`src/rtl/shop_pkg.sv`:
```
// Shared types and constants for the checkout theft-alarm controller.
// Holds the two-state FSM encoding, the counter width and the saturation limit,
// plus a saturating-increment helper used by both item counters.
package shop_pkg;

    // Alarm FSM: IDLE counts scans, ALARM locks out scanning until acknowledged.
    typedef enum logic {
        IDLE  = 1'b0,
        ALARM = 1'b1
    } state_t;

    localparam int                 COUNT_W   = 4;
    localparam logic [COUNT_W-1:0] COUNT_MAX = COUNT_W'(15);

    // Increment that sticks at COUNT_MAX instead of wrapping to zero.
    function automatic logic [COUNT_W-1:0] sat_inc(input logic [COUNT_W-1:0] v);
        return (v == COUNT_MAX) ? v : v + COUNT_W'(1);
    endfunction

endpackage

```
`src/rtl/edge_sync.sv`:
```
// Two-flop synchronizer plus rising-edge detector for one raw button input.
// Ports: clk, reset (sync, active-high), in (raw async level), pulse (one-cycle, comb from flops).
// Latency: pulse is high in the cycle after the 2nd edge that sees in high; held levels give one pulse.
module edge_sync (
    input  logic clk,
    input  logic reset,
    input  logic in,
    output logic pulse
);

    logic sync1;    // first synchronizer stage (may go metastable)
    logic sync2;    // second synchronizer stage, safe to use
    logic prev;     // sync2 delayed one cycle, for edge detection
    logic fill1;    // tracks synchronizer pipeline refill after reset
    logic fill2;
    logic armed;    // set once a released (low) level has been seen after reset

    always_ff @(posedge clk) begin
        if (reset) begin
            sync1 <= 1'b0;
            sync2 <= 1'b0;
            prev  <= 1'b0;
            fill1 <= 1'b0;
            fill2 <= 1'b0;
            armed <= 1'b0;
        end else begin
            sync1 <= in;
            sync2 <= sync1;
            prev  <= sync2;
            fill1 <= 1'b1;
            fill2 <= fill1;
            // The zeros left by reset are not a real release: only arm once
            // sync2 carries a genuinely sampled low level. A button held through
            // reset therefore stays silent until it is let go and pressed again.
            armed <= armed | (fill2 & ~sync2);
        end
    end

    assign pulse = armed & sync2 & ~prev;

endmodule

```
`src/rtl/theft_alarm_ctrl.sv`:
```
// Checkout theft alarm: counts stolen and discounted scans, raises a blinking alarm on a stolen item.
// Ports: clk, reset (sync active-high), scan/ack (raw buttons), discounted/stolen (classifier flags),
//        alarm, alarm_blink, stolen_count, discount_count. State updates 3 edges after scan is first sampled.
module theft_alarm_ctrl
    import shop_pkg::*;
#(
    parameter int BLINK_DIV = 25_000_000
) (
    input  logic               clk,
    input  logic               reset,
    input  logic               scan,
    input  logic               ack,
    input  logic               discounted,
    input  logic               stolen,
    output logic               alarm,
    output logic               alarm_blink,
    output logic [COUNT_W-1:0] stolen_count,
    output logic [COUNT_W-1:0] discount_count
);

    localparam int              PW        = (BLINK_DIV > 1) ? $clog2(BLINK_DIV) : 1;
    localparam logic [PW-1:0]   PRESC_TOP = PW'(BLINK_DIV - 1);

    logic scan_pulse;
    logic ack_pulse;

    state_t             state;
    state_t             state_nxt;
    logic [PW-1:0]      presc;
    logic [PW-1:0]      presc_nxt;
    logic               blink_nxt;
    logic [COUNT_W-1:0] stolen_nxt;
    logic [COUNT_W-1:0] discount_nxt;

    edge_sync u_scan_sync (
        .clk   (clk),
        .reset (reset),
        .in    (scan),
        .pulse (scan_pulse)
    );

    edge_sync u_ack_sync (
        .clk   (clk),
        .reset (reset),
        .in    (ack),
        .pulse (ack_pulse)
    );

    always_ff @(posedge clk) begin
        if (reset) begin
            state          <= IDLE;
            presc          <= '0;
            alarm_blink    <= 1'b0;
            stolen_count   <= '0;
            discount_count <= '0;
        end else begin
            state          <= state_nxt;
            presc          <= presc_nxt;
            alarm_blink    <= blink_nxt;
            stolen_count   <= stolen_nxt;
            discount_count <= discount_nxt;
        end
    end

    always_comb begin
        state_nxt    = state;
        presc_nxt    = presc;
        blink_nxt    = alarm_blink;
        stolen_nxt   = stolen_count;
        discount_nxt = discount_count;

        case (state)
            IDLE: begin
                // Blink is parked low with a cleared prescaler so every alarm
                // starts from the same phase. Ack is meaningless here.
                presc_nxt = '0;
                blink_nxt = 1'b0;
                if (scan_pulse) begin
                    if (stolen) begin
                        // Stolen takes priority over discounted: the item is
                        // counted once, as stolen, and the light comes on high.
                        state_nxt  = ALARM;
                        stolen_nxt = sat_inc(stolen_count);
                        blink_nxt  = 1'b1;
                    end else if (discounted) begin
                        discount_nxt = sat_inc(discount_count);
                    end
                end
            end

            ALARM: begin
                // Scans are locked out entirely; only the clerk's ack leaves.
                // An ack coinciding with a scan wins and the scan is lost.
                if (ack_pulse) begin
                    state_nxt = IDLE;
                    presc_nxt = '0;
                    blink_nxt = 1'b0;
                end else if (presc == PRESC_TOP) begin
                    presc_nxt = '0;
                    blink_nxt = ~alarm_blink;
                end else begin
                    presc_nxt = presc + PW'(1);
                end
            end

            default: begin
                state_nxt = IDLE;
            end
        endcase
    end

    assign alarm = (state == ALARM);

endmodule

```
`config.mk`:
```
export PLATFORM = sky130hd
export DESIGN_NAME = theft_alarm_ctrl
export DESIGN_NICKNAME = d
export VERILOG_FILES = /design/src/rtl/shop_pkg.sv /design/src/rtl/edge_sync.sv /design/src/rtl/theft_alarm_ctrl.sv
export SDC_FILE = /design/constraint.sdc
export NUM_CORES = 1
export LEC_CHECK = 0
export ABC_AREA = 0
export CAP_MARGIN = 15
export CORE_ASPECT_RATIO = 0.7
export CORE_MARGIN = 3
export CORE_UTILIZATION = 30
export CTS_CLUSTER_DIAMETER = 60
export DETAILED_ROUTE_END_ITERATION = 10
export SYNTH_ARGS = -nofsm -noshare
export SYNTH_HDL_FRONTEND = slang
export SYNTH_SLANG_ARGS = --single-unit
```
`constraint.sdc`:
```
create_clock -name clk -period 1.9 [get_ports clk]
set_input_delay 0.38 -clock clk [delete_from_list [all_inputs] [get_ports clk]]
set_output_delay 0.38 -clock clk [all_outputs]
set_load 0.02 [all_outputs]
```
==> summary.md, run 1 <==
| Metric | Value |
|---|---|
| Die X | `100 um` |
| Worst EP arrival | `2110 ps` |
| Synth async-reset ratio | `0%` |
| Clock transition at the registers of the reported paths | `80 ps` |
| I/O pin cnt | `16` |
| Most used flip-flop cell after synthesis | `dfxtp_1` |
| DRC Markers | `0` |
| Layout Area Growth over Synthesis | `31.4%` |
| Comb pwr share | `2.1%` |
| Clock sink count | `45` |
| Initial antenna violation count | `0` |
| Wire per inst | `~12 um` |
| Setup crit start kind | `flip-flop` |
| Outcome | `complete, no violations` |
| Number of unique standard cell types used by synthesis | `33` |
| Total nets after synthesis | `217` |
| DRT Pass-1 Iters | `4` |
| Internal cell power | `0.00140 W` |
| DP HPWL | `2.53 mm` |
| Setup tns final | `0 ps` |
| Least-Margin Pin Slew | `394 ps` |
| Net Switching | `between 0.0003 and 0.0004 W` |
| Final Skew | `between 7 and 8 ps` |
| CP required | `2130 ps` |
| Post-DRT Antenna Nets | `0` |
| Final nets | `255` |
| GPL Wtd Cong | `0.731` |
| Clk buf depth | `2` |
| Global route overflow | `0` |
| Mean Syn Cell Area | `around 9.0 sq um` |
| Commonest non-fill, non-tap cell in the layout | `dfxtp_1` |
| Period Utilization, post-route | `98.9%` |
| Total Routing Usage GR | `between 10% and 20%` |
| Synth Cell Area | `0.00187 sq mm` |
| Share of power burned in registers | `54.7%` |
| Pwr Density | `slightly above 700 mW/mm^2` |
| Fill count | `611` |
| Full die area | `0.00724 sq mm` |
| Max-slew violations | `0` |
| Leak pwr | `0.798 nW` |
| Avg Vias per Cell | `4.78` |
| FP Rows | `23` |
| Most frequent cells in the layout | `42 x dfxtp_1, 24 x nor2_1, 19 x buf_4, 15 x clkdlybuf4s50_1` |
| First-pass GRT wire length | `about 6.3 mm` |
| # port buffers | `15` |
| Ant diodes | `0` |
| Core Footprint | `slightly below 0.006 sq mm` |
| Die Y | `72.1 um` |
| Slew margin rel. | `between 70% and 80%` |
| Hold Path Class | `reg -> reg` |
| 1st-iter DRT viols | `81` |
| Maximum VDD drop | `430 uV` |
| Syn. warnings | `0` |
| Register area share after synthesis | `approximately half` |
| Final WL | `between 3 and 4 mm` |
| Layout Utilization | `41.9%` |
| Pin count of the biggest net entering global routing | `26` |
| Vias in the first global route | `roughly 1,400` |
| CTS root buffer | `clkbuf_8` |
| Share of cells above drive strength 1 | `~22%` |
| Critical Path End Type | `flip-flop` |
| Switching part of the total | `20.0%` |
| Via Count | `about 1,500` |
| Max-Cap Viols | `0` |
| Clock power share | `43.2%` |
| Final setup vio count | `0` |
| Starting Density | `approximately a third` |
| Post-synth EDFFs | `0` |
| Synthesized instance count | `208` |
| Max Clock Freq | `532 MHz` |
| R2r setup slk | `20 ps` |
| Hold Fails Final Rpt | `0` |
| TritonCTS clock tree | `built` |
| Max FO, Critical Path | `6` |
| Final min period | `1880 ps` |
| H-tree depth | `2` |
| TritonCTS buffer count | `5` |
| WS Path Type | `reg -> reg` |
| Latest clock arrival within the worst-skew pair | `300 ps` |
| RSZ-0062 raised after global routing | `true` |
| #FFs+latches synth | `45` |
worst paths after layout:
check                    startpoint                end  cells after the start
hold / removal    u_scan_sync.sync1  u_scan_sync.sync2                      1
hold reg to reg   u_scan_sync.sync1  u_scan_sync.sync2                      1
setup / recovery           presc[0]          presc[23]                      6
setup reg to reg           presc[0]          presc[23]                      6
repair_timing:
action / 4_1_cts / 5_1_grt
setup buffers: 0 / 3
gates resized for setup: 0 / 21
hold buffers: 0 / 0
setup endpoints to repair: 0 / 7
final cells by class:
cell class	count	area, sq um	share of cell area [%]
clock inverter	2	37.5	1.53
sequential	45	905	36.8
clock buffer	6	82.6	3.36
timing repair buffer	36	318	12.9
inverter	9	33.8	1.37
tap	75	93.8	3.81
multi-input combinational	149	991	40.3
cells in the mapped netlist (7+ instances only):
cell / instances / area [sq um]
nand2_1: 10 / 37.5
nand3_1: 14 / 70.1
xor2_1: 7 / 61.3
dfxtp_1: 45 / 901
or3_1: 8 / 50.1
a21oi_1: 18 / 90.1
xnor2_1: 8 / 70.1
o21ai_0: 8 / 40.0
nor2_1: 24 / 90.1
inv_1: 9 / 33.8
critical path, cell delays in order (launching register included):
cell,delay (ps)
dfxtp_2,360
buf_4,130
nand3_2,90
or4_4,580
buf_2,200
or3_1,310
a21oi_1,140
cells by family after synthesis:
family | synth area share [%]
AO/OA/AOI/OAI | 9.75
XOR/XNOR | 7.01
adder cells (fa/ha/maj) | 2.00
buffers and inverters | 3.47
flip-flops | 48.1
multiplexers | 1.07
AND/OR/NAND/NOR | 28.6
per-stage QoR:
step	power, W	hold slack (ps)	std cells	area, sq um	setup WS [ps]
detailed placement	0.00102	427	310	2240	41.3
CTS	0.00177	448	318	2360	16.9
floorplan	0.000998	414	208	1880	2.66
global placement	0.00102	418	310	2240	79.1
finish	0.00175	445	322	2460	21.5
global route	0.00184	466	322	2460	-49.9
power groups by stage:
stage               clock [W]  combinational, W  sequential (W)
floorplan                   0         0.0000180        0.000980
global placement            0         0.0000365        0.000980
detailed placement          0         0.0000370        0.000980
CTS                  0.000774         0.0000370        0.000958
global route         0.000840         0.0000403        0.000960
finish               0.000757         0.0000366        0.000958
registers in the layout, summed over array words and instances (netlist names):
register,flops
u_scan_sync.armed,1
discount_count,4
u_ack_sync.prev,1
u_ack_sync.fill1,1
u_ack_sync.sync1,1
stolen_count,4
u_scan_sync.sync1,1
presc,25
alarm_blink,1
alarm,1
u_ack_sync.sync2,1
u_ack_sync.armed,1
u_scan_sync.sync2,1
u_scan_sync.prev,1
u_ack_sync.fill2,1
metal layers:
metal | global-route usage [%] | wire (um)
met1 | 15.6 | 2160
met2 | 14.8 | 1520
met3 | 4.32 | 139
met4 | 4.48 | 44
met5 | 0 | 0
Power figures use the tool's default switching activity.
==> inputs of run 2 (changes only) <==
--- a/config.mk
+++ b/config.mk
@@ -9,9 +9,10 @@
 export CAP_MARGIN = 15
 export CORE_ASPECT_RATIO = 0.7
 export CORE_MARGIN = 3
-export CORE_UTILIZATION = 30
+export CORE_UTILIZATION = 50
 export CTS_CLUSTER_DIAMETER = 60
 export DETAILED_ROUTE_END_ITERATION = 10
+export PLACE_DENSITY = 0.73
 export SYNTH_ARGS = -nofsm -noshare
 export SYNTH_HDL_FRONTEND = slang
 export SYNTH_SLANG_ARGS = --single-unit
==> summary.md, run 2 (synthesized netlist as in run 1, its figures left out) <==
| Metric | Value |
|---|---|
| Outcome | `complete, no violations (unchanged)` |
| WS Path Type | `reg -> reg (unchanged)` |
| R2R Path Start | `presc[8] (was presc[0])` |
| Layout Area Growth over Synthesis | `22.5% (was 31.4%)` |
| Final Power | `0.00156 W (was 0.00175 W)` |
| Global route overflow | `0 (unchanged)` |
| Final nets | `248 (was 255)` |
| Multi-input logic area | `926 sq um (was 991 sq um)` |
| Setup crit start kind | `flip-flop (unchanged)` |
| CTS root buffer | `clkbuf_8 (unchanged)` |
| I/O pin cnt | `16 (unchanged)` |
| DP HPWL | `2.78 mm (was 2.53 mm)` |
| Leak pwr | `0.748 nW (was 0.798 nW)` |
| DRC Markers | `0 (unchanged)` |
| FP Rows | `17 (was 23)` |
| Final Skew | `5.25 ps (was 7.80 ps)` |
| Placed Cells | `277 (was 310)` |
| GPL Wtd Cong | `0.780 (was 0.731)` |
| Max FO, Critical Path | `12 (was 6)` |
| Most frequent cells in the layout | `39 x dfxtp_1, 24 x nor2_1, 18 x a21oi_1, 15 x clkdlybuf4s50_1, 14 x nand3_1 (was 42 x dfxtp_1, 24 x nor2_1, 19 x buf_4, 15 x clkdlybuf4s50_1)` |
| Die X | `79.2 um (was 100 um)` |
| Layout Utilization | `68.3% (was 41.9%)` |
| Clk buf depth | `2 (unchanged)` |
| Final setup vio count | `0 (unchanged)` |
| H-tree depth | `2 (unchanged)` |
| CP required | `2120 ps (was 2130 ps)` |
| Crit path launch | `presc[8] (was presc[0])` |
| Ant diodes | `0 (unchanged)` |
| Max reg flops | `25 (unchanged)` |
| Starting Density | `55.7% (was 31.9%)` |
| Design Area, Final | `0.00229 sq mm (was 0.00246 sq mm)` |
| Die Y | `57.2 um (was 72.1 um)` |
| Total Routing Usage GR | `18.0% (was 11.0%)` |
| Commonest non-fill, non-tap cell in the layout | `dfxtp_1 (unchanged)` |
| # port buffers | `15 (unchanged)` |
| Hold Fails Final Rpt | `0 (unchanged)` |
| Pwr Density | `681 mW/mm^2 (was 712 mW/mm^2)` |
| Largest registers | `presc: 25 flops, discount_count: 4 flops, stolen_count: 4 flops (unchanged)` |
| Max-Cap Viols | `0 (unchanged)` |
| Fill count | `301 (was 611)` |
| Core Footprint | `0.00336 sq mm (was 0.00587 sq mm)` |
| Via Count | `1,576 (was 1,538)` |
| First-pass GRT wire length | `6.35 mm (was 6.27 mm)` |
| Initial antenna violation count | `0 (unchanged)` |
| Placement Cell Area | `0.00216 sq mm (was 0.00224 sq mm)` |
| Final min period | `1870 ps (was 1880 ps)` |
| Pin count of the biggest net entering global routing | `26 (unchanged)` |
| Final WL | `3.87 mm (was 3.86 mm)` |
| Wire per inst | `13.5 um (was 12.0 um)` |
| Place WS | `-41.2 ps (was 41.3 ps)` |
| Setup WS post-layout | `33.3 ps (was 21.5 ps)` |
| Non-filler cells, final | `287 (was 322)` |
| Max Clock Freq | `536 MHz (was 532 MHz)` |
| Share of cells above drive strength 1 | `15.4% (was 22.3%)` |
| Maximum VDD drop | `475 uV (was 430 uV)` |
| Full die area | `0.00453 sq mm (was 0.00724 sq mm)` |
| Vias in the first global route | `1,433 (was 1,360)` |
| Latest clock arrival within the worst-skew pair | `290 ps (was 300 ps)` |
| 1st-iter DRT viols | `83 (was 81)` |
| Reg with most FFs | `presc (unchanged)` |
| Register area | `911 sq um (was 905 sq um)` |
| Post-DRT Antenna Nets | `0 (unchanged)` |
| RSZ-0062 raised after global routing | `true (unchanged)` |
| Hold-fix buffers, CTS | `0 (unchanged)` |
| Hold Path Class | `reg -> reg (unchanged)` |
| TritonCTS clock tree | `built (unchanged)` |
| TritonCTS buffer count | `5 (unchanged)` |
| Clock transition at the registers of the reported paths | `80 ps (about the same)` |
| Period Utilization, post-route | `98.2% (was 98.9%)` |
| Slew margin rel. | `74.7% (was 73.7%)` |
| Least-Margin Pin Slew | `376 ps (was 394 ps)` |
| Hold_sp | `u_ack_sync.fill1 (was u_scan_sync.sync1)` |
| Avg Vias per Cell | `5.49 (was 4.78)` |
| Clock sink count | `45 (unchanged)` |
| Critical Path End Type | `flip-flop (unchanged)` |
| DRT Pass-1 Iters | `4 (unchanged)` |
| Max-slew violations | `0 (unchanged)` |
| Worst EP arrival | `2090 ps (was 2110 ps)` |
run 2: timing repair:
| action | CTS | global route |
|---|---|---|
| pin swaps | 1 | 3 |
| endpoints found under the setup margin | 3 | 25 |
| resized for setup | 1 | 9 |
| buffers inserted | 2 | 0 |
run 2: report_power, final:
part           total (W)  leakage (nW)  internal (W)  switching, W
logic          0.0000370         0.336     0.0000199     0.0000172
clock network   0.000570        0.0439      0.000254      0.000316
registers       0.000956         0.368      0.000952    0.00000456
total            0.00156         0.748       0.00123      0.000338
run 2: metrics by stage:
stage / hold WS [ps] / TNS [ps]
5_1_grt: 468 / -103
3_3_place_gp: 419 / 0
6_report: 442 / 0
3_5_place_dp: 428 / -73.5
4_1_cts: 448 / 0
2_1_floorplan: 414 / 0
run 2: final timing paths:
kind / endpoint / slack [ps] / cells after the start
worst min-delay path: u_ack_sync.fill2 / 440 / 1
worst max-delay path: presc[21] / 30 / 4
worst min register to register: u_ack_sync.fill2 / 440 / 1
worst max register to register: presc[21] / 30 / 4
run 2: routing by layer:
layer | share of wire, % | global-route usage, %
met1 | 47 | 22.6
met2 | 48 | 29.5
met3 | 4.8 | 5.36
met4 | 0.75 | 6.62
met5 | 0 | 0
run 2: critical path, stage by stage, from the launching register on:
cell and delay, ps:
dfxtp_1 360, nand3_1 150, or4_4 620, or4_1 500, a21oi_1 160
run 2: area by class of cell:
type | count | share of cell area (%)
timing repair buffer | 30 | 12.2
multi-input combinational | 148 | 40.3
clock buffer | 5 | 3.00
inverter | 9 | 1.47
sequential | 45 | 39.7
tap | 47 | 2.56
clock inverter | 3 | 0.763
